[src/rtl/uart_bus_ctrl.sv]
// Memory-mapped UART controller: RX/TX byte FIFOs, TX launch scheduler, CON register, irq.
// Bus reads are combinational; pops and register updates take effect at the clock edge.

// Generic synchronous FIFO; head word is visible combinationally while non-empty.
// Latency: a push is visible at head one cycle later.
// Backpressure: a push into a full FIFO is accepted only when a pop happens in the same cycle.
module uart_bus_fifo #(
    parameter int WIDTH = 8,
    parameter int DEPTH = 4
) (
    input  logic             clk,
    input  logic             reset,
    input  logic             push,
    input  logic             pop,
    input  logic [WIDTH-1:0] wdat,
    output logic [WIDTH-1:0] head_dat,
    output logic             empty,
    output logic             full
);
    localparam int AW = $clog2(DEPTH);
    localparam logic [AW-1:0] PTR_ONE  = 1;
    localparam logic [AW:0]   CNT_ONE  = 1;
    localparam logic [AW:0]   CNT_FULL = (AW+1)'(DEPTH);

    logic [WIDTH-1:0] mem [DEPTH];
    logic [AW-1:0]    wr_ptr;
    logic [AW-1:0]    rd_ptr;
    logic [AW:0]      count;
    logic             do_push;
    logic             do_pop;

    assign empty    = (count == '0);
    assign full     = (count == CNT_FULL);
    assign do_pop   = pop & ~empty;
    assign do_push  = push & (~full | do_pop);
    assign head_dat = mem[rd_ptr];

    always_ff @(posedge clk) begin
        if (do_push) begin
            mem[wr_ptr] <= wdat;
        end
    end

    always_ff @(posedge clk or posedge reset) begin
        if (reset) begin
            wr_ptr <= '0;
            rd_ptr <= '0;
            count  <= '0;
        end else begin
            if (do_push) begin
                wr_ptr <= wr_ptr + PTR_ONE;
            end
            if (do_pop) begin
                rd_ptr <= rd_ptr + PTR_ONE;
            end
            case ({do_push, do_pop})
                2'b10:   count <= count + CNT_ONE;
                2'b01:   count <= count - CNT_ONE;
                default: count <= count;
            endcase
        end
    end
endmodule

// CPU-facing UART controller around the existing receiver/transmitter pair.
// Latency: RX byte readable one cycle after rx_valid; tx_start two cycles after a TXD write when idle.
// Backpressure: none on the bus; full-FIFO writes/receives are dropped and flagged in CON.
module uart_bus_ctrl #(
    parameter int          RX_DEPTH = 4,
    parameter int          TX_DEPTH = 4,
    parameter logic [7:0]  ADDR_TXD = 8'h18,
    parameter logic [7:0]  ADDR_RXD = 8'h1C,
    parameter logic [7:0]  ADDR_CON = 8'h20
) (
    input  logic        clk,
    input  logic        reset,
    input  logic [7:0]  addr,
    input  logic        rd,
    input  logic        wr,
    input  logic [31:0] wdata,
    output logic [31:0] rdata,
    input  logic        rx_valid,
    input  logic [7:0]  rx_data,
    input  logic        tx_busy,
    output logic        tx_start,
    output logic [7:0]  tx_data,
    output logic        irq
);
    typedef enum logic [1:0] {
        IDLE      = 2'd0,
        LAUNCH    = 2'd1,
        WAIT_BUSY = 2'd2,
        WAIT_DONE = 2'd3
    } tx_state_t;

    tx_state_t  state;
    tx_state_t  state_nxt;
    logic       launch;
    logic       tx_done_set;

    logic       rd_con;
    logic       rd_rxd;
    logic       wr_con;
    logic       wr_txd;

    logic [7:0] rx_head;
    logic       rx_empty;
    logic       rx_full;
    logic [7:0] tx_head;
    logic       tx_empty;
    logic       tx_full;

    logic       tx_int_en;
    logic       rx_int_en;
    logic       tx_done;
    logic       rx_overrun;
    logic       tx_drop;
    logic       rx_overrun_set;
    logic       tx_drop_set;
    logic       unused_wdata;

    assign rd_con = rd & (addr == ADDR_CON);
    assign rd_rxd = rd & (addr == ADDR_RXD);
    assign wr_con = wr & (addr == ADDR_CON);
    assign wr_txd = wr & (addr == ADDR_TXD);

    assign unused_wdata = ^wdata[31:8];

    uart_bus_fifo #(.WIDTH(8), .DEPTH(RX_DEPTH)) u_rx_fifo (
        .clk      (clk),
        .reset    (reset),
        .push     (rx_valid),
        .pop      (rd_rxd),
        .wdat     (rx_data),
        .head_dat (rx_head),
        .empty    (rx_empty),
        .full     (rx_full)
    );

    uart_bus_fifo #(.WIDTH(8), .DEPTH(TX_DEPTH)) u_tx_fifo (
        .clk      (clk),
        .reset    (reset),
        .push     (wr_txd),
        .pop      (launch),
        .wdat     (wdata[7:0]),
        .head_dat (tx_head),
        .empty    (tx_empty),
        .full     (tx_full)
    );

    // A full FIFO still accepts a byte when the same cycle pops one.
    assign rx_overrun_set = rx_valid & rx_full & ~rd_rxd;
    assign tx_drop_set    = wr_txd & tx_full & ~launch;

    always_comb begin
        state_nxt   = state;
        launch      = 1'b0;
        tx_done_set = 1'b0;
        case (state)
            IDLE: begin
                if (!tx_empty && !tx_busy) begin
                    state_nxt = LAUNCH;
                end
            end
            LAUNCH: begin
                launch    = 1'b1;
                state_nxt = WAIT_BUSY;
            end
            WAIT_BUSY: begin
                if (tx_busy) begin
                    state_nxt = WAIT_DONE;
                end
            end
            WAIT_DONE: begin
                if (!tx_busy) begin
                    tx_done_set = 1'b1;
                    state_nxt   = IDLE;
                end
            end
            default: state_nxt = IDLE;
        endcase
    end

    always_ff @(posedge clk or posedge reset) begin
        if (reset) begin
            state    <= IDLE;
            tx_start <= 1'b0;
            tx_data  <= 8'h00;
        end else begin
            state    <= state_nxt;
            tx_start <= launch;
            if (launch) begin
                tx_data <= tx_head;
            end
        end
    end

    // Sticky bits: a set in the same cycle as a CON read wins over the clear.
    always_ff @(posedge clk or posedge reset) begin
        if (reset) begin
            tx_int_en  <= 1'b0;
            rx_int_en  <= 1'b0;
            tx_done    <= 1'b0;
            rx_overrun <= 1'b0;
            tx_drop    <= 1'b0;
        end else begin
            if (wr_con) begin
                tx_int_en <= wdata[0];
                rx_int_en <= wdata[1];
            end
            tx_done    <= tx_done_set    | (tx_done    & ~rd_con);
            rx_overrun <= rx_overrun_set | (rx_overrun & ~rd_con);
            tx_drop    <= tx_drop_set    | (tx_drop    & ~rd_con);
        end
    end

    always_comb begin
        rdata = 32'h0;
        if (rd) begin
            if (addr == ADDR_TXD) begin
                rdata = {24'h0, tx_data};
            end else if (addr == ADDR_RXD) begin
                rdata = rx_empty ? 32'h0 : {24'h0, rx_head};
            end else if (addr == ADDR_CON) begin
                rdata = {25'h0, tx_drop, rx_overrun, tx_full, ~rx_empty,
                         tx_done, rx_int_en, tx_int_en};
            end
        end
    end

    assign irq = (tx_int_en & tx_done) | (rx_int_en & ~rx_empty);
endmodule

[config.mk]
export PLATFORM = sky130hd
export DESIGN_NAME = uart_bus_ctrl
export DESIGN_NICKNAME = d
export VERILOG_FILES = /design/src/rtl/uart_bus_ctrl.sv
export SDC_FILE = /design/constraint.sdc
export NUM_CORES = 1
export LEC_CHECK = 0
export CAP_MARGIN = 20
export CORE_MARGIN = 2
export CORE_UTILIZATION = 30
export CTS_CLUSTER_SIZE = 10
export DETAILED_ROUTE_END_ITERATION = 10
export GPL_ROUTABILITY_DRIVEN = 0
export PLACE_DENSITY = 0.54
export SKIP_LAST_GASP = 1
export SLEW_MARGIN = 20
export SYNTH_ARGS = -nofsm -noshare
export SYNTH_HDL_FRONTEND = slang
export SYNTH_SLANG_ARGS = --single-unit
[constraint.sdc]
create_clock -name clk -period 6 [get_ports clk]
set_input_delay 1.2 -clock clk [delete_from_list [all_inputs] [get_ports clk]]
set_output_delay 1.2 -clock clk [all_outputs]
set_load 0.02 [all_outputs]
==> metrics.yaml <==
cts:
  ctsResizeCount: 0
  cts.sinks: 94
  cts_setup_buffers: 0
  clk_latency_ps: 340
  numCtsBuffers: 9
  cts_root_buf: "clkbuf_16"
  htree_levels: 3
  cts_tree: "yes"
  clockBufferDepth: 2
  clk_pin_slew_ps: 70
  ctsHoldBuffers: 0
grt:
  antenna_found_initial: 0
  gr-total-overflow: 0
  grt_pass1_vias: 2496
  grt_pass1_wl_um: 13650
  track_usage: 0.1152
  grt_start_max_net_pins: 31
power:
  p_comb_frac: 0.270
  ir_worst_vdd_mv: 0.1680
  finalPower_mw: 2.034
  intPower_mw: 1.400
  p_per_area_nw_per_um2: 386.6
  power.share.sequential: 0.464
  pwr-share-clk: 0.266
  p_sw_frac: 0.3119
  switchingPower_mw: 0.6345
  p_leak_nw: 1.930
synthesis:
  syn_area_per_cell_um2: 15.12
  synth-async-reset-ratio: 0.3191
  syn_area_um2: 4384
  synth_top_flop_cell: "edfxtp_1"
  synth_edf_count: 64
  synth_seq_area_share: 0.6096
  synth_cell_types: 51
  ys_ff_latch: 94
  synthCells: 290
  yosysWarnings: 0
sta:
  max_freq_mhz: 200.6
  setup_tns_ps: 0
  final-max-slew-violation-count: 0
  setup_viol: 0
  rsz0062_at_grt: "no"
  fin_crit_sh: 0.8309
  layout_min_cycle_time_ps: 4986
  fin_worst_skew_ps: 10.01
  maxSlewHeadroom: 0.4049
  hold_violations: 0
  worst_pin_slew_ps: 890.4
outcome:
  outcome: "completed"
floorplanning:
  start_util: 0.3040
  rows: 44
  die_area_um2: 15600
  die_w_um: 124.9
  die_h_um: 124.9
  io_pins: 96
  core_um2: 14420
setup_path:
  worstReg2RegEnd: "u_tx_fifo.count[2]"
  rr_startpoint: "state[1]"
  r2r_setup_slack_ps: 3460
  endpoint_kind: "output pin"
  setup.worst_path.class: "primary input to output pin"
  worst-path-max-fanout: 8
  arrival_ps: 3790
  crit_required_ps: 4800
  cp-start-kind: "primary input"
  r2r_cells: 11
finish:
  antennaDiodeCount: 0
  fin_nets: 413
  area.growth.synth_to_final_pct: 20.01
  drive_gt1_frac: 0.1810
placed_design:
  hpwl_um: 6259
  io_buffers: 47
drt:
  dr_total_vias: 2404
  route.antenna.remaining_nets: 0
  avgViaCountPerCell: 4.519
  wl_per_cell_um: 16.05
  drt_iter0_drc: 101
  drcViolationCount: 0
  finalWirelength_um: 8538
  drt-pass1-iter-count: 4
hold_path:
  holdPathEnd: "tx_drop"
  holdCritPathClass: "flop to flop"
  hold_path_depth: 2
  worstHoldStart: "tx_drop"
run:
  drv_cap: 0
==> worst max path at each step <==
stage,end,slack [ps],startpoint,cells after the start
floorplan,rdata[0],2270,addr[1],4
global placement,rdata[4],990,addr[2],6
detailed placement,rdata[4],990,addr[3],6
CTS,rdata[4],990,addr[3],6
global route,rdata[4],920,addr[2],6
finish,rdata[4],1010,addr[3],6
==> cell families after synthesis <==
kind of cell / synth area share
xor gates and xnor gates: 0.01998
buffers and inverters: 0.06935
other: 0.0008553
muxes: 0.1179
and+or+nand+nor: 0.07677
adders and majority gates: 0.04909
AOI/OAI and AO/OA: 0.05651
DFF: 0.6096
==> flip-flops by register name, summed over array words and instances (netlist names), 2 cells and up <==
signal / cells
state: 2
tx_data: 8
u_rx_fifo.count: 3
u_rx_fifo.mem: 32
u_rx_fifo.rd_ptr: 2
u_rx_fifo.wr_ptr: 2
u_tx_fifo.count: 3
u_tx_fifo.mem: 32
u_tx_fifo.rd_ptr: 2
u_tx_fifo.wr_ptr: 2
==> power groups by stage <==
stage | Combinational (mW) | Clock, mW | Sequential (mW)
detailed placement | 0.557 | 0 | 0.962
CTS | 0.559 | 0.555 | 0.949
global route | 0.613 | 0.589 | 0.966
floorplan | 0.392 | 0 | 0.928
finish | 0.549 | 0.542 | 0.944
global placement | 0.545 | 0 | 0.954
==> critical path, cell delays in order <==
cell and delay, ps:
clkdlybuf4s50_1 510, nor4b_2 810, a32oi_1 250, o22a_2 240
nor2_1 130, clkdlybuf4s50_1 640
==> cell usage after synthesis, types with 4 or more instances <==
master	n	area share
ha_1	14	0.040
nand3_1	4	0.0046
xnor2_1	6	0.012
nor2_1	13	0.011
o22a_2	6	0.014
mux2_2	13	0.033
dfrtp_1	30	0.17
inv_1	22	0.019
edfxtp_1	64	0.44
nor3_1	4	0.0046
mux4_2	16	0.082
nand2_1	6	0.0051
and2_1	8	0.011
xor2_1	4	0.0080
buf_4	24	0.041
a22oi_1	5	0.0086
==> placed cells by master, fill, tap and decap left out, types with 2 or more instances in the layout <==
| master | Yosys | layout |
|---|---|---|
| a21oi_1 | 3 | 3 |
| ha_1 | 14 | 14 |
| nor2_1 | 13 | 13 |
| nand2_1 | 6 | 6 |
| o221ai_1 | 2 | 2 |
| clkinv_4 | 0 | 2 |
| edfxtp_1 | 64 | 64 |
| mux4_2 | 16 | 16 |
| clkbuf_16 | 0 | 9 |
| nand2b_1 | 2 | 2 |
| and2_1 | 8 | 8 |
| xnor2_1 | 6 | 6 |
| inv_1 | 22 | 22 |
| o22a_2 | 6 | 6 |
| nor3_1 | 4 | 4 |
| dfrtp_1 | 30 | 30 |
| nand4_1 | 2 | 2 |
| o21ai_0 | 3 | 3 |
| mux2_2 | 13 | 13 |
| nand3b_1 | 2 | 2 |
| xor2_1 | 4 | 4 |
| buf_4 | 24 | 3 |
| clkdlybuf4s50_1 | 0 | 47 |
| a32oi_1 | 2 | 2 |
| a22o_1 | 2 | 2 |
| nand3_1 | 4 | 4 |
| conb_1 | 1 | 24 |
| a22oi_1 | 5 | 5 |
| fa_1 | 2 | 2 |
| nor2b_1 | 2 | 2 |
==> area by class of cell <==
class	instances	area [um^2]
fill	1393	9163
sequential	94	2673
multi-input combinational	165	1494
timing repair buffer	50	493.0
clock buffer	11	242.7
tap	184	230.2
inverter	23	86.33
clock inverter	5	42.54
==> stage by stage <==
step | std cells | hold slack (ps) | setup WS, ps | cell area, um^2 | util
after floorplan | 313 | 450.7 | 2266 | 4471 | -
after global placement | 516 | 464.7 | 985.0 | 4976 | 0.3450
after detailed placement | 516 | 482.1 | 993.5 | 4976 | 0.3450
after CTS | 532 | 497.8 | 986.4 | 5261 | 0.3648
after global routing | 532 | 529.7 | 915.4 | 5261 | 0.3648
final | 532 | 492.7 | 1014 | 5261 | 0.3648
==> metal layers <==
| metal | vias up | wire length [um] | GRT usage | part of all wire |
|---|---|---|---|---|
| met5 | - | 0 | 0 | 0 |
| met1 | 1198 | 3827 | 0.1488 | 0.45 |
| met2 | 64 | 4205 | 0.1925 | 0.49 |
| met3 | 11 | 407 | 0.02792 | 0.048 |
| met4 | 0 | 98 | 0.03529 | 0.011 |
| li1 | 1131 | - | - | - |
Note: power is estimated with default switching activity, not from simulation.
